===== config.mk =====
export PLATFORM = sky130hd
export DESIGN_NAME = fp_mul_pipe
export DESIGN_NICKNAME = d
export VERILOG_FILES = /design/src/rtl/fp_pkg.sv /design/src/rtl/fp_round_norm.sv /design/src/rtl/fp_mul_pipe.sv
export SDC_FILE = /design/constraint.sdc
export NUM_CORES = 2
export LEC_CHECK = 0
export ABC_AREA = 1
export CAP_MARGIN = 20
export CORE_MARGIN = 8
export CORE_UTILIZATION = 60
export CTS_CLUSTER_DIAMETER = 200
export DETAILED_ROUTE_END_ITERATION = 12
export GPL_TIMING_DRIVEN = 0
export PLACE_DENSITY_LB_ADDON = 0.1
export SYNTH_ARGS = -nofsm -noshare
export SYNTH_HDL_FRONTEND = slang
export SYNTH_HIERARCHICAL = 1
export SYNTH_SLANG_ARGS = --single-unit

===== constraint.sdc =====
create_clock -name clk -period 8 [get_ports clk]
set_clock_uncertainty 0.15 [all_clocks]
set_input_delay 0.8 -clock clk [delete_from_list [all_inputs] [get_ports clk]]
set_output_delay 0.8 -clock clk [all_outputs]
set_load 0.1 [all_outputs]

===== src/rtl/fp_pkg.sv =====
// ---------------------------------------------------------------------------
// fp_pkg
// Shared types and constants for the floating-point datapath blocks.
//   fp_class_t  : operand class (ZERO covers true zero and flushed subnormals)
//   fp_meta_t   : sign and operand classes carried alongside the datapath
//   fp_flags_t  : exception flags aligned with a result
//   fp_bias / fp_inf / fp_qnan / fp_classify : constant helpers, usable for
//   any exponent/fraction split with a total width up to FP_MAX_W bits.
// ---------------------------------------------------------------------------
package fp_pkg;

   localparam int unsigned FP_MAX_W = 64;

   typedef enum logic [1:0] {
      ZERO,
      NORM,
      INF,
      NAN
   } fp_class_t;

   typedef struct packed {
      logic      sign;
      fp_class_t cls_a;
      fp_class_t cls_b;
   } fp_meta_t;

   typedef struct packed {
      logic overflow;
      logic underflow;
      logic invalid;
   } fp_flags_t;

   function automatic int unsigned fp_bias(input int unsigned ew);
      return (32'd1 << (ew - 1)) - 32'd1;
   endfunction

   // Magnitude of +inf right-aligned in FP_MAX_W bits (sign bit clear).
   function automatic logic [FP_MAX_W-1:0] fp_inf(input int unsigned ew,
                                                   input int unsigned mw);
      return ((64'd1 << ew) - 64'd1) << mw;
   endfunction

   // Canonical quiet NaN: sign 0, exponent all ones, fraction MSB only.
   function automatic logic [FP_MAX_W-1:0] fp_qnan(input int unsigned ew,
                                                    input int unsigned mw);
      return fp_inf(ew, mw) | (64'd1 << (mw - 1));
   endfunction

   function automatic fp_class_t fp_classify(input logic exp_zero,
                                             input logic exp_ones,
                                             input logic frac_nz);
      if (exp_zero)     return ZERO;
      else if (exp_ones) return frac_nz ? NAN : INF;
      else              return NORM;
   endfunction

endpackage


===== src/rtl/fp_round_norm.sv =====
// ---------------------------------------------------------------------------
// fp_round_norm
// Combinational normalise / round / range check / pack for a raw mantissa
// product. Also intended for reuse by the adder datapath.
// Configuration macro: FP_MUL_ROUND_EN
//   defined   : round to nearest, ties to even
//   undefined : truncate toward zero
// Ports:
//   meta_i   : result sign and the two operand classes
//   exp_i    : biased exponent sum, EXPONENT_WIDTH+2 bits signed
//   prod_i   : (MANTISSA_WIDTH+1)^2 product, hidden bits included
//   result_o : packed {sign, exponent, fraction}
//   flags_o  : overflow / underflow / invalid
// ---------------------------------------------------------------------------
module fp_round_norm
   import fp_pkg::*;
#(
   parameter int unsigned EXPONENT_WIDTH = 8,
   parameter int unsigned MANTISSA_WIDTH = 23,
   localparam int unsigned W  = 1 + EXPONENT_WIDTH + MANTISSA_WIDTH,
   localparam int unsigned PW = 2 * MANTISSA_WIDTH + 2
) (
   input  fp_meta_t                      meta_i,
   input  logic signed [EXPONENT_WIDTH+1:0] exp_i,
   input  logic [PW-1:0]                 prod_i,
   output logic [W-1:0]                  result_o,
   output fp_flags_t                     flags_o
);

   localparam int unsigned EW = EXPONENT_WIDTH;
   localparam int unsigned MW = MANTISSA_WIDTH;

   localparam logic [FP_MAX_W-1:0]   QNAN_F  = fp_qnan(EW, MW);
   localparam logic [FP_MAX_W-1:0]   INF_F   = fp_inf(EW, MW);
   localparam logic [W-1:0]          QNAN    = QNAN_F[W-1:0];
   localparam logic [W-2:0]          INF_MAG = INF_F[W-2:0];
   localparam logic signed [EW+1:0]  EXP_ONE = (EW+2)'(1);
   localparam logic signed [EW+1:0]  EXP_MAX = (EW+2)'((1 << EW) - 1);

   logic [PW-1:0]          prod_n;
   logic signed [EW+1:0]   exp_n;
   logic signed [EW+1:0]   exp_r;
   logic [MW-1:0]          frac_r;
   logic                   unused_bits;
   logic                   any_nan;
   logic                   inf_x_zero;
   logic                   any_inf;
   logic                   any_zero;

   // Left-align so the leading one always sits in the MSB; the fraction,
   // guard and sticky positions are then fixed.
   always_comb begin
      if (prod_i[PW-1]) begin
         prod_n = prod_i;
         exp_n  = exp_i + EXP_ONE;
      end else begin
         prod_n = prod_i << 1;
         exp_n  = exp_i;
      end
   end

`ifdef FP_MUL_ROUND_EN
   logic          guard;
   logic          sticky;
   logic          round_up;
   logic [MW:0]   frac_sum;

   always_comb begin
      guard    = prod_n[MW];
      sticky   = |prod_n[MW-1:0];
      round_up = guard & (sticky | prod_n[MW+1]);
      frac_sum = {1'b0, prod_n[PW-2 -: MW]} + {{MW{1'b0}}, round_up};
      // Carry out of the fraction leaves it all zero: bump the exponent.
      frac_r   = frac_sum[MW-1:0];
      exp_r    = frac_sum[MW] ? exp_n + EXP_ONE : exp_n;
   end

   assign unused_bits = prod_n[PW-1];
`else
   assign frac_r      = prod_n[PW-2 -: MW];
   assign exp_r       = exp_n;
   assign unused_bits = ^{prod_n[PW-1], prod_n[MW:0]};
`endif

   assign any_nan    = (meta_i.cls_a == NAN) || (meta_i.cls_b == NAN);
   assign inf_x_zero = ((meta_i.cls_a == INF) && (meta_i.cls_b == ZERO)) ||
                       ((meta_i.cls_b == INF) && (meta_i.cls_a == ZERO));
   assign any_inf    = (meta_i.cls_a == INF) || (meta_i.cls_b == INF);
   assign any_zero   = (meta_i.cls_a == ZERO) || (meta_i.cls_b == ZERO);

   always_comb begin
      result_o = '0;
      flags_o  = '0;
      if (any_nan) begin
         result_o = QNAN;
      end else if (inf_x_zero) begin
         result_o        = QNAN;
         flags_o.invalid = 1'b1;
      end else if (any_inf) begin
         result_o = {meta_i.sign, INF_MAG};
      end else if (any_zero) begin
         result_o = {meta_i.sign, {(W-1){1'b0}}};
      end else if (exp_r >= EXP_MAX) begin
         result_o         = {meta_i.sign, INF_MAG};
         flags_o.overflow = 1'b1;
      end else if (exp_r < EXP_ONE) begin
         result_o          = {meta_i.sign, {(W-1){1'b0}}};
         flags_o.underflow = 1'b1;
      end else begin
         result_o = {meta_i.sign, exp_r[EW-1:0], frac_r};
      end
   end

endmodule


===== src/rtl/fp_mul_pipe.sv =====
// ---------------------------------------------------------------------------
// fp_mul_pipe
// Three-stage pipelined floating-point multiplier, one multiply per cycle,
// valid/ready handshake with a single global stall.
//   S1: unpack, classify, sign, exponent sum minus bias
//   S2: (MANTISSA_WIDTH+1)^2 mantissa product
//   S3: normalise / round / range check / pack (fp_round_norm), registered
//       directly onto the outputs
// Configuration macro: FP_MUL_ROUND_EN (round-to-nearest-even when defined,
// truncation otherwise; latency identical).
// Ports:
//   clk, rst_n           : clock, synchronous active-low reset
//   in_valid / in_ready  : operand handshake, flp_a / flp_b operands
//   out_valid / out_ready: result handshake
//   result               : packed product; sign / exponent / prod are fields
//   overflow, underflow, invalid : flags aligned with result
// ---------------------------------------------------------------------------
module fp_mul_pipe
   import fp_pkg::*;
#(
   parameter int unsigned EXPONENT_WIDTH = 8,
   parameter int unsigned MANTISSA_WIDTH = 23,
   localparam int unsigned W = 1 + EXPONENT_WIDTH + MANTISSA_WIDTH
) (
   input  logic                      clk,
   input  logic                      rst_n,
   input  logic                      in_valid,
   output logic                      in_ready,
   input  logic [W-1:0]              flp_a,
   input  logic [W-1:0]              flp_b,
   output logic                      out_valid,
   input  logic                      out_ready,
   output logic [W-1:0]              result,
   output logic                      sign,
   output logic [EXPONENT_WIDTH-1:0] exponent,
   output logic [MANTISSA_WIDTH-1:0] prod,
   output logic                      overflow,
   output logic                      underflow,
   output logic                      invalid
);

   localparam int unsigned EW = EXPONENT_WIDTH;
   localparam int unsigned MW = MANTISSA_WIDTH;
   localparam int unsigned PW = 2 * MW + 2;
   localparam logic signed [EW+1:0] BIAS = (EW+2)'(fp_bias(EW));

   logic                  en;

   logic                  s1_valid_q;
   logic                  s2_valid_q;
   logic                  out_valid_q;

   fp_meta_t              s1_meta_d, s1_meta_q, s2_meta_q;
   logic signed [EW+1:0]  s1_exp_d, s1_exp_q, s2_exp_q;
   logic [MW:0]           s1_ma_d, s1_mb_d, s1_ma_q, s1_mb_q;
   logic [PW-1:0]         s2_prod_d, s2_prod_q;
   logic [W-1:0]          s3_result_d, result_q;
   fp_flags_t             s3_flags_d, flags_q;

   logic [EW-1:0]         ea, eb;
   logic [MW-1:0]         fa, fb;

   // Whole pipeline advances together; it only stops when the output
   // register holds a result nobody has taken.
   assign en       = !out_valid_q || out_ready;
   assign in_ready = en;

   assign ea = flp_a[W-2 -: EW];
   assign eb = flp_b[W-2 -: EW];
   assign fa = flp_a[MW-1:0];
   assign fb = flp_b[MW-1:0];

   // S1: unpack and classify.
   always_comb begin
      s1_meta_d.sign  = flp_a[W-1] ^ flp_b[W-1];
      s1_meta_d.cls_a = fp_classify(ea == '0, ea == '1, fa != '0);
      s1_meta_d.cls_b = fp_classify(eb == '0, eb == '1, fb != '0);
      s1_exp_d        = $signed({2'b00, ea}) + $signed({2'b00, eb}) - BIAS;
      s1_ma_d         = {1'b1, fa};
      s1_mb_d         = {1'b1, fb};
   end

   // S2: mantissa product at full width.
   assign s2_prod_d = {{(MW+1){1'b0}}, s1_ma_q} * {{(MW+1){1'b0}}, s1_mb_q};

   // S3: normalise / round / pack.
   fp_round_norm #(
      .EXPONENT_WIDTH (EW),
      .MANTISSA_WIDTH (MW)
   ) u_round_norm (
      .meta_i   (s2_meta_q),
      .exp_i    (s2_exp_q),
      .prod_i   (s2_prod_q),
      .result_o (s3_result_d),
      .flags_o  (s3_flags_d)
   );

   // Stage valids and the visible output; reset drops everything in flight.
   always_ff @(posedge clk) begin
      if (!rst_n) begin
         s1_valid_q  <= 1'b0;
         s2_valid_q  <= 1'b0;
         out_valid_q <= 1'b0;
         result_q    <= '0;
         flags_q     <= '0;
      end else if (en) begin
         s1_valid_q  <= in_valid;
         s2_valid_q  <= s1_valid_q;
         out_valid_q <= s2_valid_q;
         if (s2_valid_q) begin
            result_q <= s3_result_d;
            flags_q  <= s3_flags_d;
         end
      end
   end

   // Payload registers need no reset: they are qualified by the valids.
   always_ff @(posedge clk) begin
      if (en) begin
         s1_meta_q <= s1_meta_d;
         s1_exp_q  <= s1_exp_d;
         s1_ma_q   <= s1_ma_d;
         s1_mb_q   <= s1_mb_d;
         s2_meta_q <= s1_meta_q;
         s2_exp_q  <= s1_exp_q;
         s2_prod_q <= s2_prod_d;
      end
   end

   assign out_valid = out_valid_q;
   assign result    = result_q;
   assign sign      = result_q[W-1];
   assign exponent  = result_q[W-2 -: EW];
   assign prod      = result_q[MW-1:0];
   assign overflow  = flags_q.overflow;
   assign underflow = flags_q.underflow;
   assign invalid   = flags_q.invalid;

endmodule


==> impl_metrics.sql <==
INSERT INTO impl_metrics (metric_group, metric, value, unit) VALUES
('sta', 'slew_headroom', '0.187', ''),
('clock_network', 'cts_inserted_buffers', '17', ''),
('die', 'die_h', '226', 'um'),
('yosys', 'postSynthCellCount', '3428', ''),
('run_status', 'status', 'complete, no violations', ''),
('final_layout', 'drive_above_1_share', '0.0375', ''),
('die', 'dieWidth', '226', 'um'),
('sta', 'rsz0062_at_grt', 'no', ''),
('placement', 'dp_slack', '0.386', 'ns'),
('worst_setup_path', 'reg2reg_from', 's1_mb_q[11]', ''),
('global_route', 'via_count_of_the_first_global_routing_pass', '23006', ''),
('sta', 'fin_setup_tns', '0', 'ns'),
('worst_setup_path', 'worst-endpoint-required', '8.02', 'ns'),
('clock_network', 'hold_buffers', '0', ''),
('worst_setup_path', 'setup.reg_to_reg.worst_slack', '0.15', 'ns'),
('placement', 'port-buffer-count', '135', ''),
('sta', 'post-route-worst-setup-slack', '0.148', 'ns'),
('worst_setup_path', 'path_type_of_the_worst_setup_path', 'flop to flop', ''),
('worst_setup_path', 'critical_path.reg2reg.endpoint', 's2_prod_q[47]', ''),
('sta', 'finalSetupViolations', '0', ''),
('sta', 'max_freq', '127', 'MHz'),
('yosys', 'yosys_warnings', '6', ''),
('worst_setup_path', 'critPathArrivalTime', '7.87', 'ns'),
('detailed_routing', 'drt_first_pass_iters', '7', ''),
('worst_hold_path', 'worst_hold_startpoint', 's1_exp_q[0]', ''),
('die', 'design.portCount', '137', ''),
('detailed_routing', 'detail_route.drc_violations', '0', ''),
('yosys', 'netlist_area', '26400', 'um2'),
('clock_network', 'cts.repair_timing.setup_buffer_count', '0', ''),
('global_route', 'antenna_found_initial', '1', ''),
('detailed_routing', 'antenna_violating_nets_post_route', '0', ''),
('clock_network', 'cts_max_level', '4', ''),
('worst_setup_path', 'r2r_cells', '22', ''),
('sta', 'final_hold_vio_count', '0', ''),
('detailed_routing', 'wire_per_inst', '20.0', 'um'),
('final_layout', 'areaGrowthSynthToFinish', '10.3', '%'),
('clock_network', 'cts_tree', 'built', ''),
('worst_setup_path', 'cp_launch_type', 'flop', ''),
('sta', 'tightestPinTransition', '1.22', 'ns'),
('worst_setup_path', 'timing.critical_path.fanout_max', '10', ''),
('global_route', 'track_usage', '0.341', ''),
('sta', 'period_share', '0.981', ''),
('yosys', 'syn_nets', '4168', ''),
('die', 'fp-row-count', '77', ''),
('final_layout', 'nNetsFinal', '4323', ''),
('clock_network', 'clk_pin_slew', '0.06', 'ns'),
('job', 'cap_viol_max_count', '0', ''),
('detailed_routing', 'totalWireLength', '83700', 'um'),
('detailed_routing', 'drt-vias-per-instance', '5.28', ''),
('sta', 'period_minus_slack', '7.85', 'ns'),
('clock_network', 'clk_path_buf_depth', '2', ''),
('clock_network', 'cts_resized', '0', ''),
('yosys', 'syn_area_per_cell', '7.71', 'um2'),
('worst_hold_path', 'hold_path_depth', '0', ''),
('final_layout', 'fill_cells', '3821', ''),
('die', 'floorplan.initialDensity', '0.603', ''),
('clock_network', 'root_buffer', 'sky130_fd_sc_hd__clkbuf_16', ''),
('global_route', 'grt_max_degree', '57', ''),
('die', 'core_region_area', '43800', 'um2'),
('worst_hold_path', 'min-delay-path-class', 'flop to flop', ''),
('placement', 'place.gp.congestion', '1.05', ''),
('worst_setup_path', 'end_kind', 'flop', ''),
('worst_hold_path', 'timing.hold.worst_endpoint', 's2_exp_q[0]', ''),
('detailed_routing', 'num_vias', '22102', ''),
('sta', 'timing.hold.ws', '0.269', 'ns'),
('clock_network', 'clock_sinks', '139', ''),
('sta', 'report.final.slew_viol_count', '0', ''),
('detailed_routing', 'dr.first_iter.drc_count', '1864', ''),
('placement', 'detailedPlacementHpwl', '69800', 'um'),
('global_route', 'grt_pass1_wl', '130000', 'um'),
('clock_network', 'clock_insertion_delay_worst_skew', '0.45', 'ns'),
('global_route', 'globalRouteOverflowTotal', '0', ''),
('die', 'die-area', '51000', 'um2');
==> cell type report <==
type	count	area [um2]	share of cell area
Antenna cell	1	2.50	0.0000858
Buffer	143	698	0.0239
Clock buffer	19	475	0.0163
Clock inverter	13	119	0.00408
Inverter	1056	3970	0.136
Multi-Input combinational cell	2090	18000	0.617
Sequential cell	139	3790	0.130
Tap cell	592	741	0.0254
Timing Repair Buffer	136	1380	0.0473
==> worst max path at each step <==
stage,cells past startpoint,start,to
after floorplan,29,s1_ma_q[13],s2_prod_q[34]
after global placement,22,s1_mb_q[11],s2_prod_q[47]
after detailed placement,22,s1_mb_q[11],s2_prod_q[47]
after CTS,22,s1_mb_q[11],s2_prod_q[47]
after global routing,22,s1_mb_q[11],s2_prod_q[47]
final,22,s1_mb_q[11],s2_prod_q[47]
==> layer usage <==
metal,wire length (um),GRT usage,part of all wire
met4,4570,0.165,0.055
met5,0,0,0
met3,10300,0.108,0.12
met2,36100,0.517,0.43
met1,32700,0.442,0.39
==> critical path: stages (launching register included) <==
cell	delay, ns
sky130_fd_sc_hd__edfxtp_1	0.90
sky130_fd_sc_hd__clkbuf_1	0.96
sky130_fd_sc_hd__nand2_1	0.16
sky130_fd_sc_hd__fa_1	0.53
sky130_fd_sc_hd__fa_1	0.55
sky130_fd_sc_hd__inv_1	0.05
sky130_fd_sc_hd__fa_1	0.48
sky130_fd_sc_hd__fa_1	0.57
sky130_fd_sc_hd__fa_1	0.43
sky130_fd_sc_hd__fa_1	0.49
sky130_fd_sc_hd__inv_1	0.05
sky130_fd_sc_hd__fa_1	0.63
sky130_fd_sc_hd__inv_1	0.09
sky130_fd_sc_hd__ha_1	0.42
sky130_fd_sc_hd__nand2_1	0.14
sky130_fd_sc_hd__nor2_1	0.24
sky130_fd_sc_hd__inv_1	0.10
sky130_fd_sc_hd__nor2_2	0.14
sky130_fd_sc_hd__nand2_1	0.07
sky130_fd_sc_hd__nor2_1	0.08
sky130_fd_sc_hd__nand2_1	0.11
sky130_fd_sc_hd__nand4_1	0.11
sky130_fd_sc_hd__nand2_1	0.12
==> stage by stage <==
step	area, um2	utilization	cells
after floorplan	26400	-	3428
after global placement	28500	0.651	4155
after detailed placement	28600	0.652	4156
after CTS	29200	0.665	4188
after global routing	29200	0.665	4188
final	29200	0.665	4189
==> cells in the final DEF, fill, tap and decap left out, drive strengths merged, types with 38 or more instances in the layout <==
cell type / instances
buf: 41
clkbuf: 122
clkdlybuf4s50: 135
dfxtp: 38
edfxtp: 101
fa: 483
ha: 189
inv: 1062
nand2: 1012
nand3: 64
nor2: 193
o21ai: 43
==> state kept, by name (all words and copies together) (netlist names), 5 cells and up <==
register and flops:
result 32, s1_exp_q 10, s1_ma_q 23, s1_mb_q 23
s1_meta_q 5, s2_exp_q 10, s2_meta_q 5, s2_prod_q 25
Power is left out: the tool's default activity adds up to more than one toggle a clock period on the data nets, which glitch-free logic cannot reach.
